--- config.mk ---
export PLATFORM = sky130hd
export DESIGN_NAME = ysyx_22041412_ifu
export DESIGN_NICKNAME = d
export VERILOG_FILES = /design/src/rtl/ysyx_22041412_ifu_pkg.sv /design/src/rtl/ysyx_22041412_ifu_fifo.sv /design/src/rtl/ysyx_22041412_ifu.sv
export SDC_FILE = /design/constraint.sdc
export NUM_CORES = 1
export LEC_CHECK = 0
export CORE_ASPECT_RATIO = 1.75
export CORE_MARGIN = 4
export CORE_UTILIZATION = 51
export DETAILED_ROUTE_END_ITERATION = 8
export PLACE_DENSITY = 0.81
export REMOVE_ABC_BUFFERS = 1
export SLEW_MARGIN = 20
export SYNTH_ARGS = -nofsm -noshare
export SYNTH_HDL_FRONTEND = slang
export SYNTH_HIERARCHICAL = 1
export SYNTH_SLANG_ARGS = --single-unit
--- constraint.sdc ---
create_clock -name clk -period 8.3 [get_ports clk]
set_input_delay 1.66 -clock clk [delete_from_list [all_inputs] [get_ports clk]]
set_output_delay 1.66 -clock clk [all_outputs]
set_load 0.01 [all_outputs]
--- src/rtl/ysyx_22041412_ifu_pkg.sv ---
// Shared widths, reset PC, NOP encoding and the buffered fetch entry type for the IFU.
package ysyx_22041412_ifu_pkg;

  localparam int XLEN   = 64;
  localparam int INST_W = 32;

  localparam logic [XLEN-1:0]   IFU_RESET_PC = 64'h0000_0000_8000_0000;
  localparam logic [INST_W-1:0] INST_NOP     = 32'h0000_0013;

  typedef struct packed {
    logic [XLEN-1:0]   pc;
    logic [INST_W-1:0] inst;
  } fetch_entry_t;

  function automatic logic [XLEN-1:0] alignPc(input logic [XLEN-1:0] pc);
    return {pc[XLEN-1:2], 2'b00};
  endfunction

endpackage

--- src/rtl/ysyx_22041412_ifu_fifo.sv ---
// Parameterised synchronous FIFO with flush, used for request PCs and buffered instructions.
// DEPTH must be a power of two (>= 2) so the pointers wrap naturally.
module ysyx_22041412_ifu_fifo #(
  parameter int DEPTH = 2,
  parameter int WIDTH = 32,
  parameter int CNT_W = $clog2(DEPTH) + 1
) (
  input  logic             clk,
  input  logic             rst_n,
  input  logic             push_i,
  input  logic             pop_i,
  input  logic             flush_i,
  input  logic [WIDTH-1:0] wdata_i,
  output logic [WIDTH-1:0] rdata_o,
  output logic [CNT_W-1:0] count_o
);

  localparam int PTR_W = $clog2(DEPTH);

  logic [WIDTH-1:0] mem_q [DEPTH];
  logic [PTR_W-1:0] rdPtr_q;
  logic [PTR_W-1:0] wrPtr_q;
  logic [CNT_W-1:0] count_q;
  logic             doPush;
  logic             doPop;

  // A pop frees the head this cycle, so a full FIFO may still take a push alongside it.
  assign doPop  = pop_i && (count_q != '0);
  assign doPush = push_i && ((count_q != CNT_W'(DEPTH)) || doPop);

  always_ff @(posedge clk or negedge rst_n) begin
    if (!rst_n) begin
      rdPtr_q <= '0;
      wrPtr_q <= '0;
      count_q <= '0;
    end else if (flush_i) begin
      rdPtr_q <= '0;
      wrPtr_q <= '0;
      count_q <= '0;
    end else begin
      if (doPush) wrPtr_q <= wrPtr_q + PTR_W'(1);
      if (doPop)  rdPtr_q <= rdPtr_q + PTR_W'(1);
      count_q <= count_q + CNT_W'(doPush) - CNT_W'(doPop);
    end
  end

  always_ff @(posedge clk) begin
    if (doPush) mem_q[wrPtr_q] <= wdata_i;
  end

  assign rdata_o = mem_q[rdPtr_q];
  assign count_o = count_q;

endmodule

--- src/rtl/ysyx_22041412_ifu.sv ---
// Instruction fetch unit: issues word fetches, buffers {pc, inst} for decode, handles redirects.
// Optional IFU_PERF_CNT_EN builds the delivered-instruction and decode-stall counters.
module ysyx_22041412_ifu
  import ysyx_22041412_ifu_pkg::*;
#(
  parameter logic [XLEN-1:0] RESET_PC   = IFU_RESET_PC,
  parameter int              FIFO_DEPTH = 2,
  parameter int              CNT_W      = $clog2(FIFO_DEPTH) + 1
) (
  input  logic              clk,
  input  logic              rst_n,
  output logic              mem_req_valid,
  input  logic              mem_req_ready,
  output logic [XLEN-1:0]   mem_req_addr,
  input  logic              mem_rsp_valid,
  input  logic [INST_W-1:0] mem_rsp_data,
  input  logic              redirect_valid,
  input  logic [XLEN-1:0]   redirect_pc,
  output logic              inst_valid,
  input  logic              inst_ready,
  output logic [INST_W-1:0] inst,
  output logic [XLEN-1:0]   inst_pc,
  output logic [63:0]       perf_fetch_cnt,
  output logic [63:0]       perf_stall_cnt
);

  logic [XLEN-1:0]  pc_q, pc_d;
  logic [CNT_W-1:0] outstanding_q, outstanding_d;
  logic [CNT_W-1:0] dropCnt_q, dropCnt_d;
  logic [CNT_W-1:0] instCount, pcCount;
  logic [CNT_W:0]   reserved;
  logic [XLEN-1:0]  rspPc;
  fetch_entry_t     pushEntry, headEntry;
  logic             reqFire, rspLive, rspKeep, instPop;

  // Slots are reserved for every in-flight request, including ones that will be dropped.
  assign reserved      = {1'b0, instCount} + {1'b0, outstanding_q};
  assign mem_req_valid = rst_n && !redirect_valid && (reserved < (CNT_W+1)'(FIFO_DEPTH));
  assign mem_req_addr  = pc_q;
  assign reqFire       = mem_req_valid && mem_req_ready;

  // Responses with nothing outstanding (e.g. stragglers from before a reset) are ignored.
  assign rspLive = mem_rsp_valid && (outstanding_q != '0);
  assign rspKeep = rspLive && (dropCnt_q == '0) && (pcCount != '0) && !redirect_valid;

  assign inst_valid = (instCount != '0) && !redirect_valid;
  assign instPop    = inst_valid && inst_ready;
  assign pushEntry  = '{pc: rspPc, inst: mem_rsp_data};
  assign inst       = (instCount != '0) ? headEntry.inst : INST_NOP;
  assign inst_pc    = headEntry.pc;

  always_comb begin
    pc_d          = pc_q;
    outstanding_d = outstanding_q;
    dropCnt_d     = dropCnt_q;
    if (redirect_valid) begin
      pc_d          = alignPc(redirect_pc);
      outstanding_d = outstanding_q - CNT_W'(rspLive);
      dropCnt_d     = outstanding_q - CNT_W'(rspLive);
    end else begin
      if (reqFire) pc_d = pc_q + 64'd4;
      outstanding_d = outstanding_q + CNT_W'(reqFire) - CNT_W'(rspLive);
      if (rspLive && (dropCnt_q != '0)) dropCnt_d = dropCnt_q - CNT_W'(1);
    end
  end

  always_ff @(posedge clk or negedge rst_n) begin
    if (!rst_n) begin
      pc_q          <= RESET_PC;
      outstanding_q <= '0;
      dropCnt_q     <= '0;
    end else begin
      pc_q          <= pc_d;
      outstanding_q <= outstanding_d;
      dropCnt_q     <= dropCnt_d;
    end
  end

  // A redirect flushes the PC queue too; the dropped responses it held are tracked by dropCnt.
  ysyx_22041412_ifu_fifo #(
    .DEPTH (FIFO_DEPTH),
    .WIDTH (XLEN),
    .CNT_W (CNT_W)
  ) u_pcFifo (
    .clk     (clk),
    .rst_n   (rst_n),
    .push_i  (reqFire),
    .pop_i   (rspKeep),
    .flush_i (redirect_valid),
    .wdata_i (pc_q),
    .rdata_o (rspPc),
    .count_o (pcCount)
  );

  ysyx_22041412_ifu_fifo #(
    .DEPTH (FIFO_DEPTH),
    .WIDTH ($bits(fetch_entry_t)),
    .CNT_W (CNT_W)
  ) u_instFifo (
    .clk     (clk),
    .rst_n   (rst_n),
    .push_i  (rspKeep),
    .pop_i   (instPop),
    .flush_i (redirect_valid),
    .wdata_i (pushEntry),
    .rdata_o (headEntry),
    .count_o (instCount)
  );

`ifdef IFU_PERF_CNT_EN
  logic [63:0] fetchCnt_q;
  logic [63:0] stallCnt_q;

  always_ff @(posedge clk or negedge rst_n) begin
    if (!rst_n) begin
      fetchCnt_q <= '0;
      stallCnt_q <= '0;
    end else begin
      if (instPop) fetchCnt_q <= fetchCnt_q + 64'd1;
      if (inst_ready && !inst_valid && !redirect_valid) stallCnt_q <= stallCnt_q + 64'd1;
    end
  end

  assign perf_fetch_cnt = fetchCnt_q;
  assign perf_stall_cnt = stallCnt_q;
`else
  assign perf_fetch_cnt = 64'd0;
  assign perf_stall_cnt = 64'd0;
`endif

endmodule

==> metrics list <==
* Cell Int Power: 0.00328 W
- STA puts the critical path data required time at 6.64 ns.
* Number of routed nets with antenna violations: 0
- The tool flagged a number of max-cap violations equal to 0.
- Xor/xnor share of the synthesized area: 1.25%
- In this run the tool buffered the top-level ports with 259 buffer cells.
- After filler insertion, the fill cell instance count of the layout stands at 2563.
- In this run the mean area of a mapped cell was 14.7 um^2.
- Share of synthesized cell area in full adder, half adder and majority cells: 0.755%
* Path type of the worst setup path: primary input to output pin
- Detailed Place HPWL: 28.2 mm
- The area growth from synthesis to layout is 21.1%.
- In this run the critical register-to-register path is launched from u_instFifo/count_o[0].
* Utilization of the core after routing: 62.8%
- Final hold violations: 0
* Net switching power: 0.000995 W
* Global-route wire length before repair: 61.4 mm
- Number of synthesized flops with an enable pin: 320
* Insertion delay of the later-clocked pin in the worst-skew pair: 0.54 ns
- Power density over the cells: 201 nW/um^2
- Summing the areas of all compound-gate instances in the mapped netlist gives 4.73% of the synthesized area.
* Synthesized instance count: 1196
- Routed length per instance: 21.3 um
- The analysis attributes to cell leakage a power of 7.45 nW.
- For flop-to-flop paths, the worst setup slack is 4.28 ns.
* Synth warnings: 6
- Setup fix buffers added after clock tree synthesis: 0
* Result of the run: completed
- Die ar.: 37600 um^2
* Sequential share of the synthesized area: 65.2%
- The endpoint identified for the worst register-to-register timing path is u_pcFifo/mem_q[1][40].
* Std-Cell Rows: 89
- Remaining DRCs: 0
- After routing, the total negative slack on setup checks comes to 0 ns.
- Among all flip-flop cells after synthesis, the most frequent one is edfxtp_1.
* Top fanout value on the critical path: 101
- For this design the top-level I/O count stands at 392.
- CTS sink cnt: 394
- Of the total power, the share spent switching nets is 23.2%.
- Post-CTS resize count: 0
* Worst hold start: mem_req_addr[31]
- Cells on Worst Hold Path: 2
- Die extent in y: 254 um
* Antenna violations before repair: 3
- Post-detailed-routing wire length: 41.4 mm
- Count of cells along the worst register-to-register path: 8
* Final period util: 58.4%
- The congestion estimate from routability-driven global placement came to 0.863.
- Number of buffers created by CTS: 35
- VDD IR max: 166 uV
- Endpoints failing setup: 0
- Iteration-0 DRC count of the detailed router: 771
- The cell sitting at the root of the clock tree is a clkbuf_16.
- Number of slew-limit violations in the final report: 0
- Number of nets at the end of the flow: 1576
* Cts-stage hold buffer count: 0
- Number of register bits inferred by synthesis: 394
- Cell area after technology mapping: 17600 um^2
- Final clock skew: 0.0191 ns
* Synth cell types: 76
- Multiplexer cells account for 11.2% of the synthesized area.
- Post-synthesis simple-gate area fraction: 9.37%
- Clock transition at the registers of the reported paths: 0.07 ns
- Fmax achieved: 206 MHz
- Per report_power, the sequential group accounts for 53.9% of the total.
- Core region area: 33900 um^2
- Setup repair after global routing left no endpoint under its margin.
* Least-Margin Pin Slew: 1.03 ns
* Via total after detailed routing: 10600
- Cells with a size suffix above 1 make up 18.3% of the layout.
- Share of total power in the clock network: 37.1%
- Nature of the critical path startpoint: primary input
- Effective utilization at floorplan: 51.9%
- TritonCTS built the clock tree.
- Max Buffers Root-to-Sink: 3
* Vias in the first global route: 10700
* Worst slew margin relative to its limit: 31.6%
* Worst hold path endpoint: mem_req_addr[31]
- Combinational fraction of design power: 9.0%
- First-pass iteration count of the detailed router: 7
* Clock H-tree levels: 2
- The floorplan step set the die width to 148 um.
* Largest net degree at the start of global routing: 102
* Path type of the worst min-delay path: register to register
* Largest family of logic cells by synthesized area: multiplexers
- Avg Vias per Cell: 5.44
- After synthesis, the share of flip-flops with an asynchronous set or reset is 18.8%.
- Final worst path period need: 4.85 ns
- Final hold analysis gives a worst-case slack of 0.537 ns.
- STA classifies the critical path endpoint as an output pin.
* Data arrival time of the critical path: 3.19 ns
* Global-route usage over all layers: 21.3%
- The total overflow left after global routing is 0.
-- how the worst max path moves through the flow --
stage	startpoint	end	slack, ns	cells after the start
floorplan	redirect_valid	u_instFifo/mem_q[0][0]	0.88	5
global placement	rst_n	u_pcFifo/mem_q[1][63]	2.94	7
detailed placement	rst_n	u_pcFifo/mem_q[1][40]	2.89	7
CTS	rst_n	mem_req_valid	3.20	3
global route	redirect_valid	inst_valid	3.31	4
finish	redirect_valid	inst_valid	3.45	4
-- layout make-up --
type	count	area [um^2]	share of cell area, %
clock buffer	47	1000	4.72
timing repair buffer	271	2680	12.6
sequential	394	11500	53.9
antenna	3	7.51	0.0353
multi-input combinational	743	5350	25.1
clock inverter	15	125	0.588
tap	455	569	2.68
inverter	19	71.3	0.335
-- sequential cells by signal, indices dropped and copies added (netlist names) --
name	count
u_instFifo/count_o	2
u_instFifo/wrPtr_q	1
u_instFifo/mem_q	192
u_pcFifo/mem_q	128
u_pcFifo/count_o	2
u_pcFifo/wrPtr_q	1
mem_req_addr	62
dropCnt_q	2
outstanding_q	2
u_pcFifo/rdPtr_q	1
u_instFifo/rdPtr_q	1
-- critical path: stages --
cell and delay [ns]:
buf_4 0.09, buf_4 0.74, nor2_1 0.14, clkdlybuf4s50_1 0.52
-- cell usage after synthesis, drive strengths merged (8+ instances only) --
cell	instances	share of area [%]
xor2	9	0.45
or3	8	0.29
buf	150	6.4
xnor2	16	0.80
nand2	95	2.0
nor2b	31	1.1
inv	19	0.41
nor4	12	0.55
nor2	34	0.73
a21oi	9	0.26
o311ai	21	1.0
nor3	16	0.46
ha	9	0.64
o21ai	25	0.71
clkbuf	23	0.61
and4	8	0.44
nand3	35	1.1
mux2	162	11
nand4	17	0.73
dfrtp	73	10
o211ai	24	1.0
edfxtp	320	55
-- layout by cell type, fill, tap and decap left out, drive strengths merged, types with 4 or more instances in the layout --
master,instances
and2,7
xnor2,16
o311ai,21
a21oi,9
dfrtp,73
nor3,16
nand4,17
nor4,12
nor4b,5
or3,8
o211ai,24
inv,20
nand2,95
nor2b,31
clkinv,7
conb,134
and4,8
xor2,9
or2,7
edfxtp,320
clkinvlp,6
o21ai,25
nor2,34
mux2,162
ha,9
clkdlybuf4s50,257
nand3,35
clkbuf,47
a22oi,4
buf,14
and3,7
-- metal layers --
layer	part of all wire [%]	up-vias	global-route usage [%]
li1	-	4761	-
met1	35	5224	24.3
met2	54	495	38.0
met3	6.1	115	3.18
met4	5.2	0	12.3
met5	0	-	0
-- stage by stage --
step	power (W)	std cells	worst slack, ns	instance area [um^2]
floorplan	0.00251	1156	0.885	16800
global placement	0.00271	1882	2.94	20100
detailed placement	0.00273	1882	2.89	20100
CTS	0.00431	1944	3.20	21300
global route	0.00445	1947	3.31	21300
finish	0.00428	1947	3.45	21300
-- cells by family after synthesis --
logic type / Yosys count
muxes: 165
other: 1
and+or+nand+nor: 298
adders and majority gates: 10
buffers and inverters: 192
xor gates and xnor gates: 25
AOI/OAI and AO/OA: 111
DFF: 394
-- power by group through the flow --
| stage | Clock [W] | Sequential, W | Combinational (W) |
|---|---|---|---|
| 2_1_floorplan | 0 | 0.00233 | 0.000175 |
| 3_3_place_gp | 0 | 0.00234 | 0.000371 |
| 3_5_place_dp | 0 | 0.00235 | 0.000382 |
| 4_1_cts | 0.00162 | 0.00231 | 0.000385 |
| 5_1_grt | 0.00171 | 0.00231 | 0.000420 |
| 6_report | 0.00159 | 0.00231 | 0.000385 |
Note: power is estimated with default switching activity, not from simulation.
